--- src/rtl/comparador_serial_nb_if.sv ---
// Handshake and operand/result bundle for the serial magnitude comparator.
// The master drives a request; the slave (the comparator) returns status and flags.
interface comparador_serial_nb_if #(
  parameter int WIDTH = 8
);
  logic             start;
  logic             signed_mode;
  logic [WIDTH-1:0] a;
  logic [WIDTH-1:0] b;
  logic             busy;
  logic             done;
  logic             eq;
  logic             gt;
  logic             lt;

  modport master (
    output start, signed_mode, a, b,
    input  busy, done, eq, gt, lt
  );

  modport slave (
    input  start, signed_mode, a, b,
    output busy, done, eq, gt, lt
  );
endinterface

--- src/rtl/comparador_serial_nb.sv ---
// Serial MSB-first magnitude comparator: BITS_PER_CYCLE bits per clock, signed or
// unsigned operands, start/busy/done handshake and optional early exit.
module comparador_serial_nb #(
  parameter int WIDTH          = 8,
  parameter int BITS_PER_CYCLE = 1,
  parameter int EARLY_EXIT     = 0
) (
  input  logic                   clk,
  input  logic                   rst_n,
  comparador_serial_nb_if.slave  bus
);

  localparam int N  = WIDTH / BITS_PER_CYCLE;
  localparam int CW = (N > 1) ? $clog2(N) : 1;
  localparam logic [CW-1:0] LAST = CW'(N - 1);

  typedef enum logic {
    IDLE,
    RUN
  } state_t;

  state_t           state_q, state_d;
  logic [CW-1:0]    cnt_q, cnt_d;
  logic [WIDTH-1:0] a_q, a_d;
  logic [WIDTH-1:0] b_q, b_d;
  logic             decided_q, decided_d;
  logic             dec_gt_q, dec_gt_d;
  logic             busy_q, busy_d;
  logic             done_q, done_d;
  logic             eq_q, eq_d;
  logic             gt_q, gt_d;
  logic             lt_q, lt_d;

  logic [BITS_PER_CYCLE-1:0] slice_a;
  logic [BITS_PER_CYCLE-1:0] slice_b;
  logic                      slice_gt;
  logic                      slice_lt;
  logic                      any_dec;
  logic                      res_gt;
  logic [WIDTH-1:0]          msb_flip;

  assign slice_a  = a_q[WIDTH-1 -: BITS_PER_CYCLE];
  assign slice_b  = b_q[WIDTH-1 -: BITS_PER_CYCLE];
  assign slice_gt = slice_a > slice_b;
  assign slice_lt = slice_a < slice_b;

  // The first differing slice wins; later slices never override it.
  assign any_dec = decided_q | slice_gt | slice_lt;
  assign res_gt  = decided_q ? dec_gt_q : slice_gt;

  // Offset binary: flipping both sign bits makes two's complement order unsigned.
  assign msb_flip = {bus.signed_mode, {(WIDTH-1){1'b0}}};

  always_comb begin
    state_d   = state_q;
    cnt_d     = cnt_q;
    a_d       = a_q;
    b_d       = b_q;
    decided_d = decided_q;
    dec_gt_d  = dec_gt_q;
    busy_d    = busy_q;
    done_d    = 1'b0;
    eq_d      = eq_q;
    gt_d      = gt_q;
    lt_d      = lt_q;

    case (state_q)
      IDLE: begin
        if (bus.start) begin
          a_d       = bus.a ^ msb_flip;
          b_d       = bus.b ^ msb_flip;
          cnt_d     = '0;
          decided_d = 1'b0;
          dec_gt_d  = 1'b0;
          eq_d      = 1'b0;
          gt_d      = 1'b0;
          lt_d      = 1'b0;
          busy_d    = 1'b1;
          state_d   = RUN;
        end
      end

      RUN: begin
        a_d   = a_q << BITS_PER_CYCLE;
        b_d   = b_q << BITS_PER_CYCLE;
        cnt_d = cnt_q + 1'b1;
        if (!decided_q && (slice_gt || slice_lt)) begin
          decided_d = 1'b1;
          dec_gt_d  = slice_gt;
        end
        if ((EARLY_EXIT != 0 && (slice_gt || slice_lt)) || cnt_q == LAST) begin
          eq_d    = !any_dec;
          gt_d    = any_dec && res_gt;
          lt_d    = any_dec && !res_gt;
          done_d  = 1'b1;
          busy_d  = 1'b0;
          state_d = IDLE;
        end
      end

      default: state_d = IDLE;
    endcase
  end

  always_ff @(posedge clk or negedge rst_n) begin
    if (!rst_n) begin
      state_q   <= IDLE;
      cnt_q     <= '0;
      a_q       <= '0;
      b_q       <= '0;
      decided_q <= 1'b0;
      dec_gt_q  <= 1'b0;
      busy_q    <= 1'b0;
      done_q    <= 1'b0;
      eq_q      <= 1'b0;
      gt_q      <= 1'b0;
      lt_q      <= 1'b0;
    end else begin
      state_q   <= state_d;
      cnt_q     <= cnt_d;
      a_q       <= a_d;
      b_q       <= b_d;
      decided_q <= decided_d;
      dec_gt_q  <= dec_gt_d;
      busy_q    <= busy_d;
      done_q    <= done_d;
      eq_q      <= eq_d;
      gt_q      <= gt_d;
      lt_q      <= lt_d;
    end
  end

  assign bus.busy = busy_q;
  assign bus.done = done_q;
  assign bus.eq   = eq_q;
  assign bus.gt   = gt_q;
  assign bus.lt   = lt_q;

endmodule

--- src/flat_wrapper.sv ---
// flat-port wrapper written by rule: the top's interface ports become plain ports
module comparador_serial_nb_flat 
#(
  parameter int WIDTH          = 8,
  parameter int BITS_PER_CYCLE = 1,
  parameter int EARLY_EXIT     = 0
)
  (clk, rst_n, bus_start, bus_signed_mode, bus_a, bus_b, bus_busy, bus_done, bus_eq, bus_gt, bus_lt);
  comparador_serial_nb_if #(.WIDTH(WIDTH)) bus_i ();
  input  logic clk;
  input  logic rst_n;
  input wire logic [$bits(bus_i.start)-1:0] bus_start;
  input wire logic [$bits(bus_i.signed_mode)-1:0] bus_signed_mode;
  input wire logic [$bits(bus_i.a)-1:0] bus_a;
  input wire logic [$bits(bus_i.b)-1:0] bus_b;
  output wire logic [$bits(bus_i.busy)-1:0] bus_busy;
  output wire logic [$bits(bus_i.done)-1:0] bus_done;
  output wire logic [$bits(bus_i.eq)-1:0] bus_eq;
  output wire logic [$bits(bus_i.gt)-1:0] bus_gt;
  output wire logic [$bits(bus_i.lt)-1:0] bus_lt;
  assign bus_i.start = bus_start;
  assign bus_i.signed_mode = bus_signed_mode;
  assign bus_i.a = bus_a;
  assign bus_i.b = bus_b;
  assign bus_busy = bus_i.busy;
  assign bus_done = bus_i.done;
  assign bus_eq = bus_i.eq;
  assign bus_gt = bus_i.gt;
  assign bus_lt = bus_i.lt;
  comparador_serial_nb #(.WIDTH(WIDTH), .BITS_PER_CYCLE(BITS_PER_CYCLE), .EARLY_EXIT(EARLY_EXIT)) u_core (.clk(clk), .rst_n(rst_n), .bus(bus_i));
endmodule
--- config.mk ---
export PLATFORM = sky130hd
export DESIGN_NAME = comparador_serial_nb_flat
export DESIGN_NICKNAME = d
export VERILOG_FILES = /design/src/rtl/comparador_serial_nb_if.sv /design/src/rtl/comparador_serial_nb.sv /design/src/flat_wrapper.sv
export SDC_FILE = /design/constraint.sdc
export NUM_CORES = 1
export LEC_CHECK = 0
export ABC_AREA = 1
export BUFFER_PORTS_ARGS = -buffer_cell sky130_fd_sc_hd__buf_4
export CAP_MARGIN = 20
export CORE_MARGIN = 10
export CORE_UTILIZATION = 25
export CTS_BUF_LIST = sky130_fd_sc_hd__clkbuf_2 sky130_fd_sc_hd__clkbuf_4 sky130_fd_sc_hd__clkbuf_8
export DETAILED_ROUTE_END_ITERATION = 16
export GPL_TIMING_DRIVEN = 1
export HOLD_SLACK_MARGIN = 0.03
export PLACE_DENSITY = 0.46
export SKIP_CTS_REPAIR_TIMING = 1
export SYNTH_ARGS = -nofsm -noshare
export SYNTH_HDL_FRONTEND = slang
export SYNTH_SLANG_ARGS = --single-unit
--- constraint.sdc ---
create_clock -name clk -period 1.7 [get_ports clk]
set_input_delay 0.34 -clock clk [delete_from_list [all_inputs] [get_ports clk]]
set_output_delay 0.34 -clock clk [all_outputs]
set_load 0.005 [all_outputs]
==> results of run 1 <==
worst min path at each step:
stage                         from               to  depth (start not counted)
after floorplan              rst_n    u_core.a_q[0]                          0
after global placement       rst_n    u_core.bus.lt                          1
after detailed placement     rst_n  u_core.bus.done                          1
after CTS                    rst_n  u_core.bus.done                          1
after global routing      bus_a[6]    u_core.a_q[6]                          3
final                     bus_b[6]    u_core.b_q[6]                          3
worst max-delay path, cell delays in order (launching register included):
cell	delay (ns)
dfrtp_1	0.41
ha_1	0.20
ha_1	0.18
nand2_1	0.08
inv_2	0.09
nor2_2	0.15
nand2_1	0.06
nand2_1	0.06
power by group:
group,internal (mW),total (mW),switching [mW]
Clock,0.164,0.372,0.208
Combinational,0.336,0.742,0.406
Sequential,0.883,1.06,0.181
Total,1.38,2.18,0.794
sequential cells by signal, summed over array words and instances, names as in the netlist:
signal	count
u_core.decided_q	1
u_core.bus.lt	1
u_core.cnt_q	3
u_core.b_q	8
u_core.a_q	8
u_core.bus.eq	1
u_core.bus.gt	1
u_core.state_q	1
u_core.bus.busy	1
u_core.bus.done	1
u_core.dec_gt_q	1
placed cells by master (no fill, tap or decap), drive strengths merged:
| cell | instances |
|---|---|
| nand2 | 68 |
| inv | 15 |
| buf | 27 |
| ha | 5 |
| dfrtp | 27 |
| clkbuf | 3 |
| nand3 | 18 |
| o211ai | 2 |
| o21ai | 4 |
| nor2 | 9 |
| dlygate4sd3 | 1 |
| clkinv | 1 |
metal layers:
layer | GRT usage | vias to the layer above | wire length (um)
met2 | 0.114 | 19 | 1250
li1 | - | 525 | -
met5 | 0 | - | 0
met4 | 0.00783 | 0 | 0
met1 | 0.0813 | 466 | 1320
met3 | 0.0321 | 0 | 175
cell families (layout without fill, tap and decap cells):
group,after synthesis,in the layout,share of synthesized area
and+or+nand+nor,95,95,0.314
buffers and inverters,20,47,0.0804
AOI/OAI and AO/OA,6,6,0.0274
adders and majority gates,5,5,0.0490
DFF,27,27,0.529
final cells by class:
type                       instances  area [um2]  area share
sequential                        27         676       0.430
multi-input combinational        106         498       0.317
timing repair buffer              28         213       0.135
tap                               67        83.8      0.0533
inverter                          15        56.3      0.0358
clock buffer                       3        41.3      0.0263
clock inverter                     1        5.00     0.00318
==> out/metrics.cfg, run 1 <==
[critical_path]
start_kind=register
ff2ff_path_depth=7
critPathKind=register to register
worst_setup_path_startpoint=u_core.cnt_q[0]
rr_endpoint=u_core.bus.lt
worstPathArrival_ns=1.50
rrSetupSlack_ns=0.42
reg2reg_from=u_core.cnt_q[0]
cp-end-kind=register
crit_required_ns=1.92
cp-endpoint=u_core.bus.lt
critical_path.max_fanout=7

[floorplanning]
dieWidth_um=91.5
die_y_um=91.5
initial_core_util=0.263
ios=25
rows=25
die_area_mm2=0.00836
core_mm2=0.00485

[yosys]
avgSynthCellArea_um2=8.34
async_flop_share=1.00
synth.cell_area_mm2=0.00128
synth_most_common_cell=nand2_1
synth_cells=153
synth.net_count=178
synth_top_area_frac=0.529
synth-main-ff-cell=dfrtp_1
yosys.area.top_type=dfrtp_1
yosysWarnings=0
yosysSeqAreaShare=0.529
synth.distinct_cells=14
synth_edf_count=0
ys_top_cells_by_count=68 x nand2_1, 27 x dfrtp_1, 18 x nand3_1, 13 x inv_1, 6 x nor2_1
synth_area_leaders=dfrtp_1 53%, nand2_1 20%, nand3_1 7.1%, ha_1 4.9%, inv_1 3.8%
synth-seq-cells=27

[final_layout]
fin_cells=247
fin_area_mm2=0.00157
layout.nets=206
fillers=519
diodes=0
areaGrowthSynthToFinish_pct=23.2
drive_gt1_frac=0.200
fin_util=0.324

[clocking]
insertion_delay_ns=0.27
cts_max_level=1
clockRootBuffer=clkbuf_8
clk_pin_slew_ns=0.10
cts_buffer_depth=2
numCtsBuffers=3
cts.sinks=27
cts_tree=done

[timing]
tns_ns=0
setup_violations=0
hold_violations=0
fin_worst_skew_ns=0.00590
slew_viol_final=0
worstMarginPinSlew_ns=0.514
max_clock_freq_ghz=0.781
period_minus_slack_ns=1.28
rsz0062_at_grt=false
fin_ws_ns=0.420
relSlewSlack=0.658
whs_ns=0.268
fin_crit_sh=0.753

[global_routing]
grt.total_usage=0.0689
grt_start_max_net_pins=28
gr-total-overflow=0
grt_pass1_wl_um=4880
grt_pass1_vias=1062
antenna_found_initial=0

[drt]
wire_per_inst_um=11.1
drc=0
avgViaCountPerCell=4.09
vias=1010
first_pass_iters=4
drt-total-wl_um=2740
ant_nets=0
drt_iter0_drc=25

[pwr]
powerDensity_mw_per_mm2=1380
power_mw=2.18
peakVddDrop_mv=0.680
p_leak_nw=0.824

[placed_design]
place_ws_ns=0.442
port_buffers=24
place.gp.congestion=0.722
postPlaceCellArea_mm2=0.00152
post-place-cells=242
dp_hpwl_um=2040

[min_path]
worst_hold_path_type=primary input to register

[run_status]
status=complete, no violations

[run]
maxCapViolCount=0

(Power assumes the default switching activity.)
==> inputs of run 2 (changes only) <==
--- a/config.mk
+++ b/config.mk
@@ -14,7 +14,7 @@
 export DETAILED_ROUTE_END_ITERATION = 16
 export GPL_TIMING_DRIVEN = 1
 export HOLD_SLACK_MARGIN = 0.03
-export PLACE_DENSITY = 0.46
+export PLACE_DENSITY = 0.48
 export SKIP_CTS_REPAIR_TIMING = 1
 export SYNTH_ARGS = -nofsm -noshare
 export SYNTH_HDL_FRONTEND = slang
==> constraint.sdc (replaced) <==
create_clock -name clk -period 1.1 [get_ports clk]
set_input_delay 0.22 -clock clk [delete_from_list [all_inputs] [get_ports clk]]
set_output_delay 0.22 -clock clk [all_outputs]
set_load 0.005 [all_outputs]
==> run 2 against run 1 <==
  * The run now ends with negative setup slack left
  * Wire length is 0.91% lower
  * Global-route usage is 0.34 points lower
  * Utilization is 3.0 points higher
  * Clock skew is 0.0019 ns lower
  * Setup slack worse by 0.45 ns
  * Sequential power is 55% higher
  * Largest power group unchanged
==> out/metrics.cfg, run 2 (same netlist as run 1, synthesis figures left out) <==
[critical_path]
critPathBufInv=1  ; unchanged
worstPathArrival_ns=1.35  ; -0.15 ns
cp_num_cells=7  ; unchanged
ff2ff_path_depth=7  ; unchanged
worst_path_most_repeated_cell=nand2_1
critPathKind=register to register
slowest_stage=dfrtp_1
critical_path.max_fanout=7  ; unchanged
rrSetupSlack_ns=-0.03  ; -0.45 ns
crit_required_ns=1.32  ; -0.60 ns
max_stage_delay_ns=0.39  ; -0.02 ns
cp-end-kind=register
path_cells=ha_2 -> ha_2 -> nand2_1 -> inv_2 -> nor2_4 -> nand2_1 -> nand2_1
start_kind=register
cp_top_family=flip-flops

[pwr]
p_leak_nw=0.883  ; +7.2%
p_seq_frac=0.439  ; -0.050
p_comb_frac=0.402  ; +0.061
peakVddDrop_mv=0.595  ; -13%
switching_share=0.351  ; -0.0141
clkPwrFrac=0.158  ; -0.013
internal-power_mw=2.43  ; +76%
power.switching_mw=1.31  ; +65%
powerDensity_mw_per_mm2=2180  ; +57%

[placed_design]
post-place-cells=251  ; +3.7%
dp_hpwl_um=2010  ; -1.2%
port_buffers=24  ; unchanged
place.gp.congestion=0.700  ; -3.1%

[global_routing]
grt.total_usage=0.0655  ; -0.00340
gr-total-overflow=0  ; unchanged
grt_start_max_net_pins=28  ; unchanged
antenna_found_initial=0  ; unchanged
grt_pass1_vias=1013  ; -4.6%
grt_pass1_wl_um=4610  ; -5.5%

[drt]
avgViaCountPerCell=3.98  ; -2.7%
first_pass_iters=4  ; unchanged
wire_per_inst_um=10.5  ; -5.1%
drt_iter0_drc=33  ; +32%
ant_nets=0  ; unchanged
vias=1026  ; +1.6%
drc=0  ; unchanged
drt-total-wl_um=2720  ; -0.91%

[final_layout]
layout.nets=217  ; +5.3%
areaGrowthSynthToFinish_pct=34.8
drive_gt1_frac=0.298  ; +0.0984
layout_common_cells=67 x nand2_1, 35 x buf_4, 25 x dfrtp_1, 18 x nand3_1, 11 x inv_1
fin_cells=258  ; +4.5%
top_regs=u_core.a_q (8), u_core.b_q (8), u_core.cnt_q (3)
final_common_cell=nand2_1
fillers=532  ; +2.5%
diodes=0  ; unchanged

[clocking]
cts_max_level=1  ; unchanged
clk_pin_slew_ns=0.09  ; about the same
clockRootBuffer=clkbuf_8
cts_buffer_depth=2  ; unchanged
numCtsBuffers=3  ; unchanged
insertion_delay_ns=0.27  ; about the same
cts.sinks=27  ; unchanged
cts_tree=done

[timing]
max_clock_freq_ghz=0.888  ; +14%
fin_worst_skew_ns=0.00400  ; -0.00190 ns
fin_crit_sh=1.02  ; +0.271
setup_violations=3  ; +3
hold_violations=0  ; unchanged
slew_viol_final=0  ; unchanged
worstMarginPinSlew_ns=0.355  ; -0.159 ns
relSlewSlack=0.764  ; +0.106
rsz0062_at_grt=true
period_minus_slack_ns=1.13  ; -0.153 ns
fin_ws_ns=-0.0264  ; -0.447 ns
tns_ns=-0.0627  ; -0.0627 ns

[floorplanning]
die_area_mm2=0.00836  ; unchanged
dieWidth_um=91.5  ; unchanged
rows=25  ; unchanged
initial_core_util=0.263  ; unchanged
core_mm2=0.00485  ; unchanged
ios=25  ; unchanged
die_y_um=91.5  ; unchanged

[run_status]
violations=negative setup slack
status=finished with violations

[min_path]
worst_hold_path_type=primary input to register
holdPathStages=3  ; unchanged

[run]
maxCapViolCount=0  ; unchanged

run 2: cell types whose count changed in the layout (fill, tap and decap cells not counted), sizes merged:
cell and delta:
buf +11, clkbuf +1, clkinv -1
run 2: final cells by class:
cell class	instances	area, um2	area share
Clock buffer	4	48.8	0.0284
Inverter	15	56.3	0.0327
Multi-Input combinational cell	106	538	0.313
Sequential cell	27	678	0.394
Tap cell	67	83.8	0.0487
Timing Repair Buffer	39	315	0.183
run 2: final timing paths:
path,startpoint,endpoint
worst max-delay path,u_core.cnt_q[0],u_core.bus.gt
worst min-delay path,bus_b[2],u_core.b_q[2]
worst max register to register,u_core.cnt_q[0],u_core.bus.gt
worst min register to register,u_core.bus.lt,u_core.bus.lt
max in group asynchronous,rst_n,u_core.state_q
min in group asynchronous,rst_n,u_core.b_q[7]
run 2: tightest hold or removal path, delay by kind of cell:
kind	cells	cell delay [ns]
simple gates	2	0.09
buf+inv	1	0.07
run 2: metal layers:
layer  track usage  part of all wire  vias to the layer above
met1        0.0807              0.47                      455
li1              -                 -                      548
met3        0.0239             0.055                        4
met5             0                 0                        -
met4        0.0235            0.0096                        0
met2         0.102              0.47                       19
run 2: through the flow:
stage / utilization / power (mW) / hold WS (ns) / cell area [um2] / worst slack [ns]
final: 0.355 / 3.74 / 0.148 / 1720 / -0.0264
after global routing: 0.355 / 4.11 / 0.143 / 1720 / -0.0838
after CTS: 0.340 / 3.63 / -0.147 / 1650 / -0.0945
after detailed placement: 0.330 / 3.01 / 0.163 / 1600 / -0.0666
after global placement: 0.330 / 3.01 / 0.166 / 1600 / -0.0680
after floorplan: - / 2.46 / -0.0756 / 1280 / 0.00142
run 2: power by group through the flow:
stage / Sequential, mW / Clock (mW) / Combinational (mW)
after floorplan: 1.57 / 0 / 0.899
final: 1.64 / 0.593 / 1.51
after detailed placement: 1.63 / 0 / 1.38
after global placement: 1.63 / 0 / 1.38
after global routing: 1.69 / 0.664 / 1.75
after CTS: 1.61 / 0.639 / 1.38
==> inputs of run 3 (changes only) <==
--- a/config.mk
+++ b/config.mk
@@ -9,12 +9,13 @@
 export BUFFER_PORTS_ARGS = -buffer_cell sky130_fd_sc_hd__buf_4
 export CAP_MARGIN = 20
 export CORE_MARGIN = 10
-export CORE_UTILIZATION = 25
+export CORE_UTILIZATION = 40
 export CTS_BUF_LIST = sky130_fd_sc_hd__clkbuf_2 sky130_fd_sc_hd__clkbuf_4 sky130_fd_sc_hd__clkbuf_8
 export DETAILED_ROUTE_END_ITERATION = 16
 export GPL_TIMING_DRIVEN = 1
 export HOLD_SLACK_MARGIN = 0.03
-export PLACE_DENSITY = 0.48
+export PLACE_DENSITY = 0.67
+export REMOVE_ABC_BUFFERS = 1
 export SKIP_CTS_REPAIR_TIMING = 1
 export SYNTH_ARGS = -nofsm -noshare
 export SYNTH_HDL_FRONTEND = slang
==> run 3 against run 2 <==
  * The run still ends with negative setup slack left
  * Utilization grew 21 points
  * Clock power shrank 24%
  * Flip-flop and latch count is the same
  * Final area grew 0.58%
  * Fmax shrank 0.49%
  * Sequential power is essentially flat
  * Sequential share of layout area shrank 0.37 points
  * Highest routed layer is now met3
  * Clock skew shrank 0.0012 ns
  * Critical path type unchanged
  * Global-route usage grew 2.7 points
  * Via count grew 7.6%
==> out/metrics.cfg, run 3 (same netlist as run 1, synthesis figures left out) <==
[run_status]
violations=negative setup slack
status=finished with violations

[timing]
worstMarginPinSlew_ns=0.343  ; -0.0116 ns
rsz0062_at_grt=true
fin_worst_skew_ns=0.00281  ; -0.00119 ns
hold_violations=0  ; unchanged
slew_viol_final=0  ; unchanged
max_clock_freq_ghz=0.883  ; -0.49%
setup_violations=3  ; unchanged
fin_crit_sh=1.03  ; +0.00508
relSlewSlack=0.771  ; +0.00771
fin_ws_ns=-0.0320  ; -0.00559 ns
period_minus_slack_ns=1.13  ; +0.00559 ns

[pwr]
peakVddDrop_mv=0.894  ; +50%
clkPwrFrac=0.118  ; -0.040
power.switching_mw=1.38  ; +5.0%
p_leak_nw=0.907  ; +2.7%
powerDensity_mw_per_mm2=2200  ; +1.1%
p_seq_frac=0.423  ; -0.016
switching_share=0.362  ; +0.0116
p_comb_frac=0.459  ; +0.057
internal-power_mw=2.43  ; -0.15%
power_mw=3.81  ; +1.7%

[floorplanning]
core_mm2=0.00305  ; -37%
ios=25  ; unchanged
rows=20  ; -20%
die_y_um=76.5  ; -16%
initial_core_util=0.418  ; +0.155
die_area_mm2=0.00585  ; -30%
dieWidth_um=76.5  ; -16%

[final_layout]
areaGrowthSynthToFinish_pct=35.6
layout.nets=223  ; +2.8%
fin_area_mm2=0.00173  ; +0.58%
final_common_cell=nand2_1
diodes=0  ; unchanged
layout_common_cells=65 x nand2_1, 37 x buf_4, 27 x dfrtp_1, 18 x nand3_1, 12 x inv_1
top_regs=u_core.a_q (8), u_core.b_q (8), u_core.cnt_q (3)
drive_gt1_frac=0.310  ; +0.0112
fin_util=0.567  ; +0.212
fin_cells=241  ; -6.6%

[drt]
vias=1104  ; +7.6%
drt-total-wl_um=2850  ; +4.9%
wire_per_inst_um=11.8  ; +12%
first_pass_iters=6  ; +2
avgViaCountPerCell=4.58  ; +15%
drt_iter0_drc=31  ; -6.1%
drc=0  ; unchanged
ant_nets=0  ; unchanged

[critical_path]
crit_required_ns=1.37  ; +0.05 ns
slowest_stage=dfrtp_1
cp-end-kind=register
worstPathArrival_ns=1.40  ; +0.05 ns
critPathKind=register to register
cp_top_family=flip-flops
critical_path.max_fanout=7  ; unchanged
start_kind=register
max_stage_delay_ns=0.41  ; +0.02 ns
critPathBufInv=1  ; unchanged
path_cells=ha_2 -> ha_2 -> nand2_2 -> inv_4 -> nor2_4 -> nand2_1 -> nand2_1

[global_routing]
grt_start_max_net_pins=28  ; unchanged
grt_pass1_wl_um=4650  ; +0.89%
antenna_found_initial=0  ; unchanged
gr-total-overflow=0  ; unchanged
grt.total_usage=0.0922  ; +0.0267
grt_pass1_vias=1046  ; +3.3%

[clocking]
clk_pin_slew_ns=0.14  ; +0.05 ns
cts_buffer_depth=2  ; unchanged
cts_max_level=1  ; unchanged
clockRootBuffer=clkbuf_4
numCtsBuffers=3  ; unchanged
cts_tree=done
cts.sinks=27  ; unchanged
insertion_delay_ns=0.32  ; +0.05 ns

[placed_design]
port_buffers=24  ; unchanged
postPlaceCellArea_mm2=0.00153  ; -4.3%
place.gp.congestion=0.773  ; +10%
dp_hpwl_um=1990  ; -1.0%
post-place-cells=223  ; -11%

[min_path]
worst_hold_path_type=primary input to register

[run]
maxCapViolCount=0  ; unchanged

[run 3: cell types whose count changed in the layout (fill, tap and decap cells not counted), sizes merged]
| cell | delta |
|---|---|
| buf | +5 |
| nor2 | +1 |
[run 3: routing by layer]
metal  track usage  routed length, um  vias to the layer above  share of wire
met4        0.0167                  0                        0              0
met5             0                  0                        -              0
met2         0.152               1400                       21           0.49
met3        0.0271                128                        0          0.045
met1         0.116               1320                      522           0.46
li1              -                  -                      561              -
[run 3: final cells by class]
cell class                      count  area [um2]
Sequential cell                    27         676
Multi-Input combinational cell    107         547
Fill cell                         295        1320
Tap cell                           44        55.1
Clock buffer                        4        30.0
Inverter                           15        58.8
Timing Repair Buffer               44         364
[run 3: worst paths after layout]
check / slack [ns] / cells past startpoint / startpoint / to
worst max-delay path: -0.03 / 7 / u_core.cnt_q[1] / u_core.bus.gt
worst min-delay path: 0.1 / 3 / bus_a[6] / u_core.a_q[6]
worst max register to register: -0.03 / 7 / u_core.cnt_q[1] / u_core.bus.gt
worst min register to register: 0.50 / 2 / u_core.cnt_q[2] / u_core.cnt_q[2]
max in group asynchronous: 0.51 / 2 / rst_n / u_core.a_q[6]
min in group asynchronous: 0.33 / 2 / rst_n / u_core.bus.done
[run 3: through the flow]
| stage | hold WS, ns | setup WS [ns] | setup TNS (ns) |
|---|---|---|---|
| after floorplan | -0.0756 | -0.306 | -5.59 |
| after global placement | 0.149 | -0.0611 | -0.209 |
| after detailed placement | 0.156 | -0.105 | -0.408 |
| after CTS | -0.211 | -0.138 | -0.655 |
| after global routing | 0.0744 | -0.110 | -0.619 |
| final | 0.0992 | -0.0320 | -0.0943 |
[run 3: power by group through the flow]
stage	Sequential (mW)	Clock, mW	Combinational (mW)
after floorplan	1.64	0	0.723
after global placement	1.58	0	1.31
after detailed placement	1.61	0	1.37
after CTS	1.59	0.469	1.38
after global routing	1.66	0.522	2.01
final	1.61	0.451	1.75
[run 3: worst reg2reg max path: cells and delay by family, from the launching register on]
kind | cells | cell delay [ns]
simple gates | 4 | 0.28
buf+inv | 1 | 0.06
flops | 1 | 0.41
fa+ha+maj | 2 | 0.34
